File: src/rtl/decode_stage.sv
// RV32I/E decode stage: register file with write-back bypass, instruction decode
// and a single output register behind a valid/ready handshake.
module decode_stage #(
    parameter int XLEN   = 32,
    parameter int NREGS  = 32,
    parameter int ADDR_W = 32
) (
    input  logic              clk_i,
    input  logic              reset_i,
    input  logic              in_valid_i,
    output logic              in_ready_o,
    input  logic [31:0]       instruction_i,
    input  logic              wb_en_i,
    input  logic [4:0]        wb_addr_i,
    input  logic [XLEN-1:0]   wb_data_i,
    output logic              out_valid_o,
    input  logic              out_ready_i,
    output logic [3:0]        aluControl_o,
    output logic [XLEN-1:0]   op1_o,
    output logic [XLEN-1:0]   op2_o,
    output logic [4:0]        rd_o,
    output logic              rd_we_o,
    output logic              mem_en_o,
    output logic              mem_wr_o,
    output logic [ADDR_W-1:0] mem_addr_o,
    output logic [XLEN-1:0]   store_data_o,
    output logic              illegal_o
);

    typedef enum logic [3:0] {
        ALU_ADD   = 4'd0,
        ALU_SUB   = 4'd1,
        ALU_SLL   = 4'd2,
        ALU_SLT   = 4'd3,
        ALU_SLTU  = 4'd4,
        ALU_XOR   = 4'd5,
        ALU_SRL   = 4'd6,
        ALU_SRA   = 4'd7,
        ALU_OR    = 4'd8,
        ALU_AND   = 4'd9,
        ALU_PASSB = 4'd10
    } alu_op_e;

    localparam logic [6:0] OPC_OP     = 7'b0110011;
    localparam logic [6:0] OPC_OP_IMM = 7'b0010011;
    localparam logic [6:0] OPC_LUI    = 7'b0110111;
    localparam logic [6:0] OPC_LOAD   = 7'b0000011;
    localparam logic [6:0] OPC_STORE  = 7'b0100011;

    localparam int         RIDX_W  = $clog2(NREGS);
    localparam logic [5:0] NREGS_L = 6'(NREGS);

    function automatic logic in_range(input logic [4:0] idx);
        return {1'b0, idx} < NREGS_L;
    endfunction

    logic [XLEN-1:0] regs [NREGS];

    logic [6:0]      opcode;
    logic [2:0]      funct3;
    logic [6:0]      funct7;
    logic [4:0]      rs1, rs2, rd;
    logic [XLEN-1:0] rs1_val, rs2_val;
    logic [XLEN-1:0] imm_i, imm_s, imm_u, shamt;
    logic            accept;

    assign opcode = instruction_i[6:0];
    assign rd     = instruction_i[11:7];
    assign funct3 = instruction_i[14:12];
    assign rs1    = instruction_i[19:15];
    assign rs2    = instruction_i[24:20];
    assign funct7 = instruction_i[31:25];

    assign imm_i = XLEN'($signed(instruction_i[31:20]));
    assign imm_s = XLEN'($signed({instruction_i[31:25], instruction_i[11:7]}));
    assign imm_u = XLEN'($signed({instruction_i[31:12], 12'b0}));
    assign shamt = XLEN'(instruction_i[24:20]);

    // Reset is forced ready so nothing stalls upstream while the stage clears.
    assign in_ready_o = reset_i || !out_valid_o || out_ready_i;
    assign accept     = in_valid_i && in_ready_o && !reset_i;

    // NOTE: every variable gets a default at the top of an always_comb so no path
    // leaves it unassigned, which would otherwise infer a latch.
    always_comb begin
        rs1_val = '0;
        if (rs1 != 5'd0 && in_range(rs1)) begin
            if (wb_en_i && wb_addr_i == rs1) rs1_val = wb_data_i;
            else                             rs1_val = regs[rs1[RIDX_W-1:0]];
        end
    end

    always_comb begin
        rs2_val = '0;
        if (rs2 != 5'd0 && in_range(rs2)) begin
            if (wb_en_i && wb_addr_i == rs2) rs2_val = wb_data_i;
            else                             rs2_val = regs[rs2[RIDX_W-1:0]];
        end
    end

    alu_op_e         d_alu;
    logic [XLEN-1:0] d_op1, d_op2, d_addr_imm, d_ea;
    logic            d_rd_we, d_mem_en, d_mem_wr, d_illegal;

    always_comb begin
        d_alu      = ALU_ADD;
        d_op1      = rs1_val;
        d_op2      = rs2_val;
        d_addr_imm = imm_i;
        d_rd_we    = 1'b0;
        d_mem_en   = 1'b0;
        d_mem_wr   = 1'b0;
        d_illegal  = 1'b0;
        case (opcode)
            OPC_OP: begin
                d_rd_we = 1'b1;
                if (!in_range(rs1) || !in_range(rs2) || !in_range(rd)) d_illegal = 1'b1;
                // Only SUB and SRA may carry the alternate funct7.
                if (!(funct7 == 7'b0000000 ||
                      (funct7 == 7'b0100000 && (funct3 == 3'b000 || funct3 == 3'b101))))
                    d_illegal = 1'b1;
                case (funct3)
                    3'b000: d_alu = funct7[5] ? ALU_SUB : ALU_ADD;
                    3'b001: d_alu = ALU_SLL;
                    3'b010: d_alu = ALU_SLT;
                    3'b011: d_alu = ALU_SLTU;
                    3'b100: d_alu = ALU_XOR;
                    3'b101: d_alu = funct7[5] ? ALU_SRA : ALU_SRL;
                    3'b110: d_alu = ALU_OR;
                    3'b111: d_alu = ALU_AND;
                endcase
            end
            OPC_OP_IMM: begin
                d_rd_we = 1'b1;
                d_op2   = imm_i;
                if (!in_range(rs1) || !in_range(rd)) d_illegal = 1'b1;
                case (funct3)
                    3'b000: d_alu = ALU_ADD;
                    3'b001: begin d_alu = ALU_SLL; d_op2 = shamt; end
                    3'b010: d_alu = ALU_SLT;
                    3'b011: d_alu = ALU_SLTU;
                    3'b100: d_alu = ALU_XOR;
                    3'b101: begin
                        d_alu = instruction_i[30] ? ALU_SRA : ALU_SRL;
                        d_op2 = shamt;
                    end
                    3'b110: d_alu = ALU_OR;
                    3'b111: d_alu = ALU_AND;
                endcase
            end
            OPC_LUI: begin
                d_alu   = ALU_PASSB;
                d_op1   = '0;
                d_op2   = imm_u;
                d_rd_we = 1'b1;
                if (!in_range(rd)) d_illegal = 1'b1;
            end
            OPC_LOAD: begin
                d_op2    = imm_i;
                d_rd_we  = 1'b1;
                d_mem_en = 1'b1;
                if (!in_range(rs1) || !in_range(rd)) d_illegal = 1'b1;
            end
            OPC_STORE: begin
                d_op2      = imm_s;
                d_addr_imm = imm_s;
                d_mem_en   = 1'b1;
                d_mem_wr   = 1'b1;
                if (!in_range(rs1) || !in_range(rs2)) d_illegal = 1'b1;
            end
            default: d_illegal = 1'b1;
        endcase
        if (d_illegal) begin
            d_alu    = ALU_ADD;
            d_rd_we  = 1'b0;
            d_mem_en = 1'b0;
            d_mem_wr = 1'b0;
        end
    end

    assign d_ea = rs1_val + d_addr_imm;

    // NOTE: sequential state uses non-blocking assignments so every register
    // samples pre-edge values regardless of process ordering.
    always_ff @(posedge clk_i) begin
        if (reset_i) begin
            out_valid_o  <= 1'b0;
            aluControl_o <= ALU_ADD;
            op1_o        <= '0;
            op2_o        <= '0;
            rd_o         <= '0;
            rd_we_o      <= 1'b0;
            mem_en_o     <= 1'b0;
            mem_wr_o     <= 1'b0;
            mem_addr_o   <= '0;
            store_data_o <= '0;
            illegal_o    <= 1'b0;
        end else if (accept) begin
            out_valid_o  <= 1'b1;
            aluControl_o <= d_alu;
            op1_o        <= d_op1;
            op2_o        <= d_op2;
            rd_o         <= rd;
            rd_we_o      <= d_rd_we;
            mem_en_o     <= d_mem_en;
            mem_wr_o     <= d_mem_wr;
            mem_addr_o   <= ADDR_W'(d_ea);
            store_data_o <= rs2_val;
            illegal_o    <= d_illegal;
        end else if (out_ready_i) begin
            out_valid_o <= 1'b0;
        end
    end

    // NOTE: the register file is architecturally cleared by reset, so the array
    // is reset explicitly; this keeps it in flops rather than a RAM macro.
    always_ff @(posedge clk_i) begin
        if (reset_i) begin
            for (int i = 0; i < NREGS; i++) regs[i] <= '0;
        end else if (wb_en_i && wb_addr_i != 5'd0 && in_range(wb_addr_i)) begin
            regs[wb_addr_i[RIDX_W-1:0]] <= wb_data_i;
        end
    end

endmodule

File: config.mk
export PLATFORM = sky130hd
export DESIGN_NAME = decode_stage
export DESIGN_NICKNAME = d
export VERILOG_FILES = /design/src/rtl/decode_stage.sv
export SDC_FILE = /design/constraint.sdc
export NUM_CORES = 2
export LEC_CHECK = 0
export CAP_MARGIN = 20
export CORE_AREA = 2 2 362 436
export DETAILED_ROUTE_END_ITERATION = 10
export DIE_AREA = 0 0 364 438
export PLACE_DENSITY_LB_ADDON = 0.05
export SYNTH_ARGS = -nofsm -noshare
export SYNTH_HDL_FRONTEND = slang
export SYNTH_SLANG_ARGS = --single-unit
File: constraint.sdc
create_clock -name clk_i -period 5.18 [get_ports clk_i]
set_clock_uncertainty 0.2 [all_clocks]
set_input_delay 0.518 -clock clk_i [delete_from_list [all_inputs] [get_ports clk_i]]
set_output_delay 0.518 -clock clk_i [all_outputs]
set_load 0.02 [all_outputs]
; After elaboration in Yosys (flattened, before gate mapping)
; Memories as Yosys holds them, arrays and structs flattened.
; Index checks and enable logic that the tools add are counted.
; Widths: inputs -> output; s select.
[classes]
reduce_logical = 23
n_eq_ne = 15
addsub = 1
n_mux = 32
[op_table]
columns = operator, n
row1 = $mux 32, 7
row2 = $pmux 32 s4, 1
row3 = $pmux 4 s8, 2
row4 = $add 32x32->32, 1
row5 = $reduce_or 32->1, 1
row6 = $eq 7x6->1 const B, 4
row7 = $mux 1, 17
row8 = $reduce_bool 5->1, 3
row9 = $eq 3x3->1 const B, 4
row10 = $pmux 4 s3, 1
row11 = $eq 5x5->1, 2
row12 = $mux 5, 2
row13 = $reduce_or 4->1, 2
row14 = $eq 7x2->1 const B, 1
row15 = $eq 7x5->1 const B, 1
row16 = $logic_not 7->1, 1
row17 = $eq 3x2->1 const B, 2
row18 = $logic_and 1x1->1, 6
row19 = $logic_or 1x1->1, 4
row20 = $mux 4, 1
row21 = $reduce_or 2->1, 2
row22 = $eq 3x1->1 const B, 1
row23 = $logic_not 3->1, 1
row24 = $logic_not 1->1, 2
row25 = 2 further kinds, 2
[totals]
out_inout_bits = 143
ff_bits = 142
elab_cells = 83
mem_count = 1
ram_bits = 1024
[memory_table]
columns = memory, depth, word_bits, rd, rd_ports_with_merged_regs, wr, line
row1 = regs, 32, 32, 2, 0, 32, 57  ; logic [XLEN-1:0] regs [NREGS];

; Longest topological paths before layout
[logic_depth]
depth_word = 7
depth_mapped = 20
depth_no_buf = 16

; Worst setup path before layout
; No wires, ideal clock.
[synth_path]
kind = in2reg
from = input instruction_i[15]
to = register mem_addr_o[24]
setup_time_ns = 0.117
slack_ns = 0.626
stages = 16
arrival_time_ns = 4.237
path_cell_list = buf_6 > buf_6 > buf_2 > mux4_2 > mux4_2 > mux2i_1 > a211oi_1 > ha_1 > a211oi_1 > nor2_1 > a311oi_1 > and3_1 > a211oi_1 > o21a_1 > or3_1 > a32o_1
[synth_between]
elab_chain_len = 5
elab_cells_between_ends = 7
cone_classes = add/sub: 1 / eq/ne: 1 / mux: 2 / reduce/logical: 2 / memory: 1
[synth_lines]
columns = item, line
row1 = "start, declared", 12  ; input logic [31:0] instruction_i,
row2 = "parallel branches: the longest is 3 deep, another holds $mem_v2 32x32", -
row3 = $mux 32 *, 87  ; if (rs1 != 5'd0 && in_range(rs1)) begin
row4 = $add 32x32->32 *, 181  ; assign d_ea = rs1_val + d_addr_imm;
row5 = "end signal, assigned", 207  ; mem_addr_o <= ADDR_W'(d_ea);
row6 = "end, declared", 25  ; output logic [ADDR_W-1:0] mem_addr_o,
; Every way passes the cells marked *.
; A chain may end at the register's enable or synchronous reset.

==> out/results.tsv <==
metric	value	unit
final setup margin	0.2977	ns
largest family of logic cells by synthesized area	multiplexers	
average size of a mapped cell	14.83	µm²
fraction of layout cells with a size suffix above 1	0.2747	
cts repair resizes	0	
drt wl/cell	36.24	µm
most common cell in the synthesized netlist	edfxtp_1	
CTS Buf Count	134	
Tcrit/Tclk final	0.9425	
largest net degree at the start of global routing	83	
RSZ-0062 raised after global routing	false	
number of flops mapped to enable cells by yosys	1024	
first-pass GRT wire length	333.1	mm
layout filler cell count	13450	
Worst Tran Pin Value	1.146	ns
Final min period	4.882	ns
worst reg2reg path depth	17	
Synth Instances	4170	
Synth cell types	68	
CP Capture Type	register	
final RePlAce weighted congestion	0.8473	
post-DP HPWL	144.3	mm
met3 usage	0.05383	
Area after DPL	68700	µm²
M2 GR Usage	0.5112	
leak pwr	25.51	nW
Synth Area in XOR/XNOR	0.003966	
grt met1 use	0.4022	
ys flop type	edfxtp_1	
FF-to-FF Start	regs[12][3]	
Setup WS pre-CTS	-0.4650	ns
Worst slew margin	0.2363	
Skew-Pair Late Insertion Delay	0.79	ns
FP Rows	159	
Setup CP Type	reg -> reg	
clock root cell	clkbuf_16	
highest clock rate	204.8	MHz
layout net count	4602	
final max-slew violation count	0	
Detailed Route WL	242.6	mm
CP required	5.64	ns
most instantiated cells after synthesis	edfxtp_1, and2_1, mux4_2	
antenna violations before repair	28	
Post-DRT Antenna Nets	0	
RR Endpoint	mem_addr_o[26]	
R2R setup slack	0.30	ns
most area-hungry cell type in the Yosys netlist	edfxtp_1	
setup TNS	0	ns
Post-synth ARST share	0	
Yosys top cell area share	0.4973	
Critical Path Sink	mem_addr_o[26]	
crit path max fanout	4	
Vias	40310	
CP Launch Point	regs[12][3]	
Synth Register Bits	1166	
worst path cell trace	mux4_2 > mux4_2 > a21oi_1 > a211oi_1 > buf_4 > ha_1 > a21o_1 > a21oi_1 > a21oi_1 > buf_4 > o211ai_1 > a21oi_1 > buf_4 > buf_4 > a21o_1 > a211o_1 > a22o_1	
DRC errors left	0	
Initial Util	0.3979	
post-route core utilization	0.4691	
CTS Sinks	1166	
CTS tree	yes	
simple-gate share of the synthesized area	0.1348	
Cell Pwr Density	336.8	nW/µm²
final setup vio count	0	
ranking of synthesized cells by area	edfxtp_1, mux4_2, and2_1, dfxtp_1, clkbuf_1	
boundary pin count	217	
drt via density	6.021	
Die ar.	159400	µm²
placed cells	6452	
status	completed	
hold crit path type	in -> reg	
crit path max-delay cell type	o211ai_1	
Startpoint Class	register	
CTS clk-pin slew, worst paths	0.06	ns
synthesized cell area	61830	µm²
global route hottest layer	met2	
Die Span Y	438	µm
Die Width	364	µm
Compound-Gate Fraction of Synth Area	0.03873	
Layout Cell Area excl Fill	72880	µm²
Hold Path Origin	instruction_i[24]	
max-cap viol count	0	
grt ovf	0	
Port-buffer cells	216	
Final Non-Filler Cells	6695	
Seq/Total Area, Yosys	0.5433	
Placeable Area	155400	µm²
initial drt markers	5303	
Overall Global Routing Usage	0.3048	
final hold vios	0	
H-tree Lvls	4	
Critical Path AT	5.34	ns
Synth Warn #	0	
multiplexer share of the synthesized area	0.2418	
max incr delay on CP	0.50	ns
Synth Area in Adders	0.006597	
Layout area overhead	17.88	%
Max VDD drop	198.9	µV
DRT Pass-1 Iters	5	
vias in the first global route	40600	
Clock Tree Buf Depth	3	
state kept, by name, indices dropped and copies added, names as in the netlist:
name and cells:
op2_o 32, aluControl_o 4, rd_we_o 1, mem_en_o 1, mem_addr_o 32, out_valid_o 1, regs 1024, illegal_o 1
mem_wr_o 1, op1_o 32, store_data_o 32, rd_o 5
critical path: cells and delay by family (launching register included):
kind | cells | cell delay, ns
multiplexers | 2 | 0.95
adder cells (fa/ha/maj) | 1 | 0.20
flip-flops | 1 | 0.42
AO/OA/AOI/OAI | 10 | 2.31
buffers and inverters | 4 | 0.67
cells in the final DEF (no fill, tap or decap), types with 16 or more instances in the layout:
master and n:
edfxtp_1 1024, and2_1 995, mux4_2 615, buf_4 315
clkdlybuf4s50_1 205, clkbuf_16 143, dfxtp_1 142, nand2_1 112
mux2i_1 103, nor2_1 91, a21oi_1 87, a211oi_1 65
buf_12 57, o21ai_0 52, nand3b_1 44, nor2_4 34
a22o_1 32, conb_1 32, ha_1 31, clkinv_1 29
or2_2 25, o21ai_1 25, nor2b_1 23, clkbuf_1 21
clkinv_2 21, o211ai_1 19, xor2_1 17, nand3_1 16
nand2b_1 16
area by class of cell:
cell class	count	area (µm²)	share of cell area
inverter	13	48.80	0.0006695
antenna	12	30.03	0.0004120
clock inverter	60	402.9	0.005528
sequential	1166	33590	0.4609
tap	2093	2619	0.03593
clock buffer	170	3740	0.05131
timing repair buffer	586	5675	0.07787
multi-input combinational	2595	26780	0.3674
per-stage QoR:
stage / hold slack, ns / power, mW
after CTS: 0.09010 / 24.67
after floorplan: 0.3302 / 13.46
after detailed placement: 0.2457 / 15.44
after global routing: 0.1350 / 25.25
after global placement: 0.2395 / 15.43
final: 0.1388 / 24.55
layer usage:
layer	up-vias	wire length, µm	part of all wire
met2	2017	119200	0.49
met4	2	8042	0.033
li1	16650	-	-
met5	-	13	0.000054
met1	21260	95110	0.39
met3	384	20210	0.083
what timing repair did:
item                      in CTS  in global routing
hold buffers                   1                  0
hold endpoints to repair       9                  0
buffers inserted               0                  0
power breakdown:
| group | total, mW | switching, mW | internal [mW] |
|---|---|---|---|
| Combinational | 4.14 | 2.25 | 1.89 |
| Clock | 9.29 | 3.98 | 5.31 |
| Sequential | 11.1 | 0.308 | 10.8 |
how the worst min path moves through the flow:
stage               slack (ns)              end  cells past startpoint
floorplan                 0.33        op1_o[31]                      2
global placement          0.24  store_data_o[0]                      2
detailed placement        0.25  store_data_o[3]                      2
CTS                       0.09        op2_o[24]                      3
global route              0.14        op2_o[24]                      3
finish                    0.14        op2_o[24]                      3
cell families after synthesis:
logic type	count (synthesis)
simple gates	1417
flops	1166
mux	724
buf+inv	440
compound gates	362
fa+ha+maj	32
xor+xnor	28
other cells	1
Note: power is estimated with default switching activity, not from simulation.
